File: config.mk
export PLATFORM = sky130hd
export DESIGN_NAME = led_step_scheduler
export DESIGN_NICKNAME = d
export VERILOG_FILES = /design/src/rtl/led_step_scheduler.sv
export SDC_FILE = /design/constraint.sdc
export NUM_CORES = 1
export LEC_CHECK = 0
export BUFFER_PORTS_ARGS = -buffer_cell sky130_fd_sc_hd__buf_2
export CAP_MARGIN = 0
export CORE_AREA = 2 2 68 70
export DETAILED_ROUTE_END_ITERATION = 10
export DIE_AREA = 0 0 70 72
export GPL_ROUTABILITY_DRIVEN = 1
export GPL_TIMING_DRIVEN = 0
export PLACE_DENSITY_LB_ADDON = 0.25
export SYNTH_ARGS = -nofsm -noshare
export SYNTH_HDL_FRONTEND = slang
export SYNTH_SLANG_ARGS = --single-unit
File: constraint.sdc
create_clock -name clk -period 1.9 [get_ports clk]
set_input_delay 0.285 -clock clk [delete_from_list [all_inputs] [get_ports clk]]
set_output_delay 0.285 -clock clk [all_outputs]
set_load 0.005 [all_outputs]
File: src/rtl/led_step_scheduler.sv
// Step sequencer for the LED bar driver: manual stepping, timed auto-run and a position mirror.
// Optional LED_SCHED_AUTOSTOP_EN: auto-run pauses when the position wraps back to zero.
module led_step_scheduler #(
  parameter int unsigned PRESCALE = 50_000_000,
  parameter int unsigned PRE_W    = 26,
  parameter int unsigned STEPS    = 10
) (
  input  logic       clk,
  input  logic       sync_nreset,
  input  logic       btn_mode_debounced,
  input  logic       btn_step_debounced,
  input  logic [1:0] speed_sel,
  output logic       step_pulse,
  output logic [3:0] position,
  output logic [1:0] mode,
  output logic       tick_active
);

  localparam int unsigned POS_W = 4;
  localparam int unsigned IVL_W = 4;
  localparam int unsigned SPD_W = 2;

  typedef enum logic [1:0] {
    MODE_MANUAL = 2'b00,
    MODE_AUTO   = 2'b01,
    MODE_PAUSED = 2'b10
  } mode_e;

  mode_e             mode_q, mode_d;
  logic [POS_W-1:0]  position_q, position_d;
  logic              step_pulse_q, step_pulse_d;
  logic              tick_active_q, tick_active_d;
  logic [PRE_W-1:0]  pre_q, pre_d;
  logic [IVL_W-1:0]  ivl_q, ivl_d;
  logic [SPD_W-1:0]  speed_q, speed_d;

  logic              base_tick_c;
  logic              expire_c;
  logic              wrap_c;
  logic              autostop_c;
  logic [IVL_W-1:0]  interval_c;

  always_ff @(posedge clk) begin
    if (!sync_nreset) begin
      mode_q        <= MODE_MANUAL;
      position_q    <= '0;
      step_pulse_q  <= 1'b0;
      tick_active_q <= 1'b0;
      pre_q         <= '0;
      ivl_q         <= '0;
      speed_q       <= '0;
    end else begin
      mode_q        <= mode_d;
      position_q    <= position_d;
      step_pulse_q  <= step_pulse_d;
      tick_active_q <= tick_active_d;
      pre_q         <= pre_d;
      ivl_q         <= ivl_d;
      speed_q       <= speed_d;
    end
  end

  always_comb begin
    mode_d        = mode_q;
    position_d    = position_q;
    step_pulse_d  = 1'b0;
    tick_active_d = 1'b0;
    pre_d         = pre_q;
    ivl_d         = ivl_q;
    speed_d       = speed_q;
    autostop_c    = 1'b0;

    interval_c  = IVL_W'(1) << speed_q;
    base_tick_c = (pre_q == PRE_W'(PRESCALE - 1));
    expire_c    = (mode_q == MODE_AUTO) && base_tick_c &&
                  (ivl_q == IVL_W'(interval_c - IVL_W'(1)));
    wrap_c      = step_pulse_q && (position_q == POS_W'(STEPS - 1));

    // Mirror the driver: it advances on every edge that sees step_pulse.
    if (step_pulse_q) begin
      position_d = wrap_c ? '0 : position_q + POS_W'(1);
    end

`ifdef LED_SCHED_AUTOSTOP_EN
    autostop_c = wrap_c && (mode_q == MODE_AUTO);
`else
    autostop_c = 1'b0;
`endif

    // Any mode change (button or auto-stop) swallows a coincident step.
    if (btn_mode_debounced) begin
      case (mode_q)
        MODE_MANUAL: mode_d = MODE_AUTO;
        MODE_AUTO:   mode_d = MODE_PAUSED;
        default:     mode_d = MODE_MANUAL;
      endcase
    end else if (autostop_c) begin
      mode_d = MODE_PAUSED;
    end else begin
      step_pulse_d = btn_step_debounced || expire_c;
    end

    // Interval timer: idle at zero outside AUTO, restart on entry, expiry or button step.
    if (mode_d != MODE_AUTO) begin
      pre_d = '0;
      ivl_d = '0;
    end else if ((mode_q != MODE_AUTO) || btn_step_debounced || expire_c) begin
      pre_d   = '0;
      ivl_d   = '0;
      speed_d = speed_sel;
    end else if (base_tick_c) begin
      pre_d = '0;
      ivl_d = ivl_q + IVL_W'(1);
    end else begin
      pre_d = pre_q + PRE_W'(1);
    end

    tick_active_d = (mode_d == MODE_AUTO);
  end

  assign step_pulse  = step_pulse_q;
  assign position    = position_q;
  assign mode        = mode_q;
  assign tick_active = tick_active_q;

endmodule

; ---- After elaboration in Yosys (flattened, before gate mapping)
; Cells that the tools add are included.
[totals]
output_inout_bits = 8
wordCells = 35
reg_bits = 40
inputBits = 6
[classes]
reduce_logical = 11
shifts = 1
n_eq_ne = 7
bitwise_logic = 2
n_addsub = 4
mux = 3
[op_table]
columns = operator, n
row1 = $add A26 B1 Y26 const B, 1
row2 = $eq A26 B26 Y1 const B, 1
row3 = $add A4 B1 Y4 const B, 2
row4 = $eq A2 B1 Y1 const B, 2
row5 = $eq A4 B4 Y1, 1
row6 = $eq A4 B4 Y1 const B, 1
row7 = $mux W4, 1
row8 = $ne A2 B1 Y1 const B, 2
row9 = $pmux W2 S2, 1
row10 = $reduce_or A4 Y1, 1
row11 = $shl A1 B2 Y4 const A, 1
row12 = $sub A4 B1 Y4 const B, 1
row13 = $logic_and A1 B1 Y1, 3
row14 = $logic_or A1 B1 Y1, 3
row15 = $reduce_or A3 Y1, 1
row16 = $logic_not A2 Y1, 1
row17 = $mux W2, 1
row18 = $not A1 Y1, 2
row19 = $reduce_and A2 Y1, 1
row20 = $reduce_or A2 Y1, 1

; ---- Longest topological paths before layout
[depth]
ltp_word = 6
depth_mapped = 9
mapped_depth_nobuf = 7

; ---- Worst setup path after synthesis
; OpenSTA, ideal clock, no wires.
[synth_timing]
kind = reg2reg
start = reg pre_q[0]
end = reg ivl_q[3]
setup_ps = 70
required_ps = 1830
path_stages_with_launch = 9
arrival_time_ps = 1924
synth_period_minus_slack_ps = 1994
path_buffers = 2
slack_ps = -94
cell_sequence = dfxtp_1 -> ha_1 -> buf_2 -> and4_1 -> nand2_1 -> or3_1 -> buf_2 -> or4_1 -> a21oi_1
[synth_between]
elab_chain_len = 5
[synth_lines]
columns = item, line
row1 = from (decl), 33  ; logic [PRE_W-1:0] pre_q, pre_d;
row2 = from (signal assigned), 57  ; pre_q <= pre_d;
row3 = $eq A26 B26 Y1 *, 74  ; base_tick_c = (pre_q == PRE_W'(PRESCALE - 1));
row4 = $logic_and A1 B1 Y1 (2 in series), 75  ; expire_c = (mode_q == MODE_AUTO) && base_tick_c &&
row5 = $logic_or A1 B1 Y1, 107  ; end else if ((mode_q != MODE_AUTO) || btn_step_debounced || expire_c) begin
row6 = $reduce_or A3 Y1 (no line), --
row7 = to (signal assigned), 58  ; ivl_q <= ivl_d;
row8 = to (decl), 34  ; logic [IVL_W-1:0] ivl_q, ivl_d;
; Mark *: on every way between the ends. The rest lies on a longest branch, timed or not.
; A chain may end at the register's enable or synchronous reset.

; ---- Worst setup path after layout
[layout_timing]
start = reg pre_q[11]
end = reg ivl_q[3]
; The elaborated chain is that of the path after synthesis.

==> run metrics <==
crit end category flop; R2R Setup Slk -0.02 ns; Non-Filler Instances 300; WS Path Type reg2reg; vias in the first global route 1402; die width 70 um; reg2reg path depth 5; share of layout cells above drive strength 1 0.214; CTS tree built; Clock Latency Late Sink ~0.29 ns; dpl cells between 200 and 300; clock skew 0.00293 ns; Syn Inst Count 222; asr flop ratio synth 0; CTS Buffer Depth 2; Seq. cell area just over 800 um^2; Yosys reg bits 40; Hold Buf Count CTS 0; unrepaired setup endpoints after global routing yes; Worst-Margin Slew about 0.55 ns; Final Critical Period approximately 1.9 ns; post-DP HPWL around 2500 um; Worst slew margin 0.629; Min-Delay Path Depth 3; ant diodes 0; gr usage total 0.150; sequential-to-total area share from yosys stat 0.412; total iterations of the first detailed-routing run 4; crit-path max FO 8; max-cap violations 0; worst setup margin -0.0237 ns; Power Density roughly 670 nW/um^2; leak pwr approximately 0.84 nW; Starting Density 0.455; CTS root buf clkbuf_8; Final Cell Area 2280 um^2; crit path DAT 2.15 ns; Netlist cell types 41; CTS clk-pin slew, worst paths 0.07 ns; core area approximately 4300 um^2; Crit path required time approximately 2.1 ns; commonest non-fill, non-tap cell in the layout dfxtp_1; H-tree depth 2; Mapped Nets roughly 230; Yosys top cell area share 0.412; I/O Buffers 13; Synth-to-Final Area Change 17.7%; Hold Fails Final Rpt 0; final setup violating endpoints 1; Main synth FF type dfxtp_1; final hold slack slightly above 0.3 ns; final net count around 260; drt drc 0; initial antenna violation count 0; GRT overflow 0; Critical R2R Capture ivl_q[3]$_SDFFE_PP0N_; clock sinks 40; Num CTS Buffers 5; status finished, violations left; Setup TNS Final -0.0237 ns; fmax roughly 520 MHz; Critical Path Start Type flop; drt first-iter violations 53; CP Launch Point pre_q[11]$_SDFF_PP0_; gpl congestion between 0.7 and 0.8; CP Capture Point ivl_q[3]$_SDFFE_PP0N_; fillers ~420; Die Span Y just over 70 um; Vias/cell approximately 5.2; Mapped Area 1940 um^2; via count 1556; DR WL/cell roughly 12 um; FP Rows 24; Yosys top cell by area dfxtp_1; antenna viol nets, final 0; Crit Reg-Reg Startpoint pre_q[11]$_SDFF_PP0_; worst slack, placed -0.0995 ns; I/O Pins 14; Placed Area 2100 um^2; Post-synth EDFFs 0; syn avg cell area slightly below 9 um^2; die area slightly above 5000 um^2; PnR Total Power approximately 1.5 mW; Multi-input gate area about 1200 um^2; VDD IR max ~0.41 mV; Final Core Density 0.536; final wirelength around 3500 um; max-slew violations 0; worst hold path type in2reg; largest net degree at the start of global routing 13; synth top area cells dfxtp_1, xor2_1, nor2_1; failing checks negative setup slack; commonest cells after routing, fill and taps aside dfxtp_1, nor2_1, xor2_1; global-route wire length before repair 6070 um; crit share post-route 1.01; Ys Warns 0
-- sequential cells by signal, indices dropped and copies added (netlist names) --
register / count
pre_q: 26
ivl_q: 4
position: 4
mode: 2
speed_q: 2
step_pulse: 1
tick_active: 1
-- cell families after synthesis --
kind of cell,synth area share
fa+ha+maj,0.0258
simple gates,0.342
xor+xnor,0.113
flops,0.412
buf+inv,0.0200
mux,0.0374
compound gates,0.0496
-- cells in the mapped netlist, drive strengths merged (2+ instances only) --
| cell type | n |
|---|---|
| dfxtp | 40 |
| nor2 | 32 |
| xor2 | 19 |
| nand2 | 16 |
| nand3 | 16 |
| and3 | 8 |
| nand4 | 8 |
| and2 | 7 |
| and4 | 6 |
| nor2b | 6 |
| or3 | 6 |
| xnor2 | 6 |
| a21oi | 5 |
| mux2i | 5 |
| o21ai | 5 |
| buf | 4 |
| ha | 4 |
| nand2b | 4 |
| clkbuf | 3 |
| nor3 | 3 |
| inv | 2 |
| mux2 | 2 |
| nor3b | 2 |
| o211ai | 2 |
-- worst min path at each step --
stage / from / end / slack [ns]
floorplan: pre_q[0]$_SDFF_PP0_ / pre_q[0]$_SDFF_PP0_ / 0.43
global placement: pre_q[0]$_SDFF_PP0_ / pre_q[0]$_SDFF_PP0_ / 0.45
detailed placement: pre_q[0]$_SDFF_PP0_ / pre_q[0]$_SDFF_PP0_ / 0.45
CTS: sync_nreset / speed_q[1]$_SDFFE_PN0P_ / 0.30
global route: sync_nreset / speed_q[1]$_SDFFE_PN0P_ / 0.33
finish: sync_nreset / speed_q[1]$_SDFFE_PN0P_ / 0.31
-- metal layers --
metal / wire length (um) / vias to the layer above / track usage
met4: 53 / 0 / 0.0513
met1: 1780 / 718 / 0.187
met3: 108 / 6 / 0.0458
li1: - / 817 / -
met5: 0 / - / 0
met2: 1560 / 15 / 0.249
-- report_power, final --
part / internal (mW) / leakage (nW) / switching, mW
Sequential: 0.847 / 0.327 / 0.0153
Combinational: 0.0439 / 0.459 / 0.0400
Clock: 0.289 / 0.0510 / 0.284
Total: 1.18 / 0.836 / 0.340
-- worst max-delay path, cell delays in order (launching register included) --
cell,delay [ns]
dfxtp_4,0.37
nor4_4,0.28
nand4_1,0.18
or3_4,0.47
or4_1,0.41
a21oi_1,0.14
-- cell type report --
| type | instances | area share |
|---|---|---|
| clock buffer | 6 | 0.0361 |
| clock inverter | 2 | 0.00438 |
| multi-input combinational | 173 | 0.508 |
| sequential | 40 | 0.355 |
| timing repair buffer | 20 | 0.0515 |
| tap | 52 | 0.0285 |
| inverter | 2 | 0.00329 |
| buffer | 5 | 0.0131 |
-- what timing repair did --
action,in CTS,in global routing
pin swaps,6,3
cloned,0,0
setup buffers,5,2
setup endpoints to repair,24,26
gates resized for setup,7,12
Note: power is estimated with default switching activity, not from simulation.
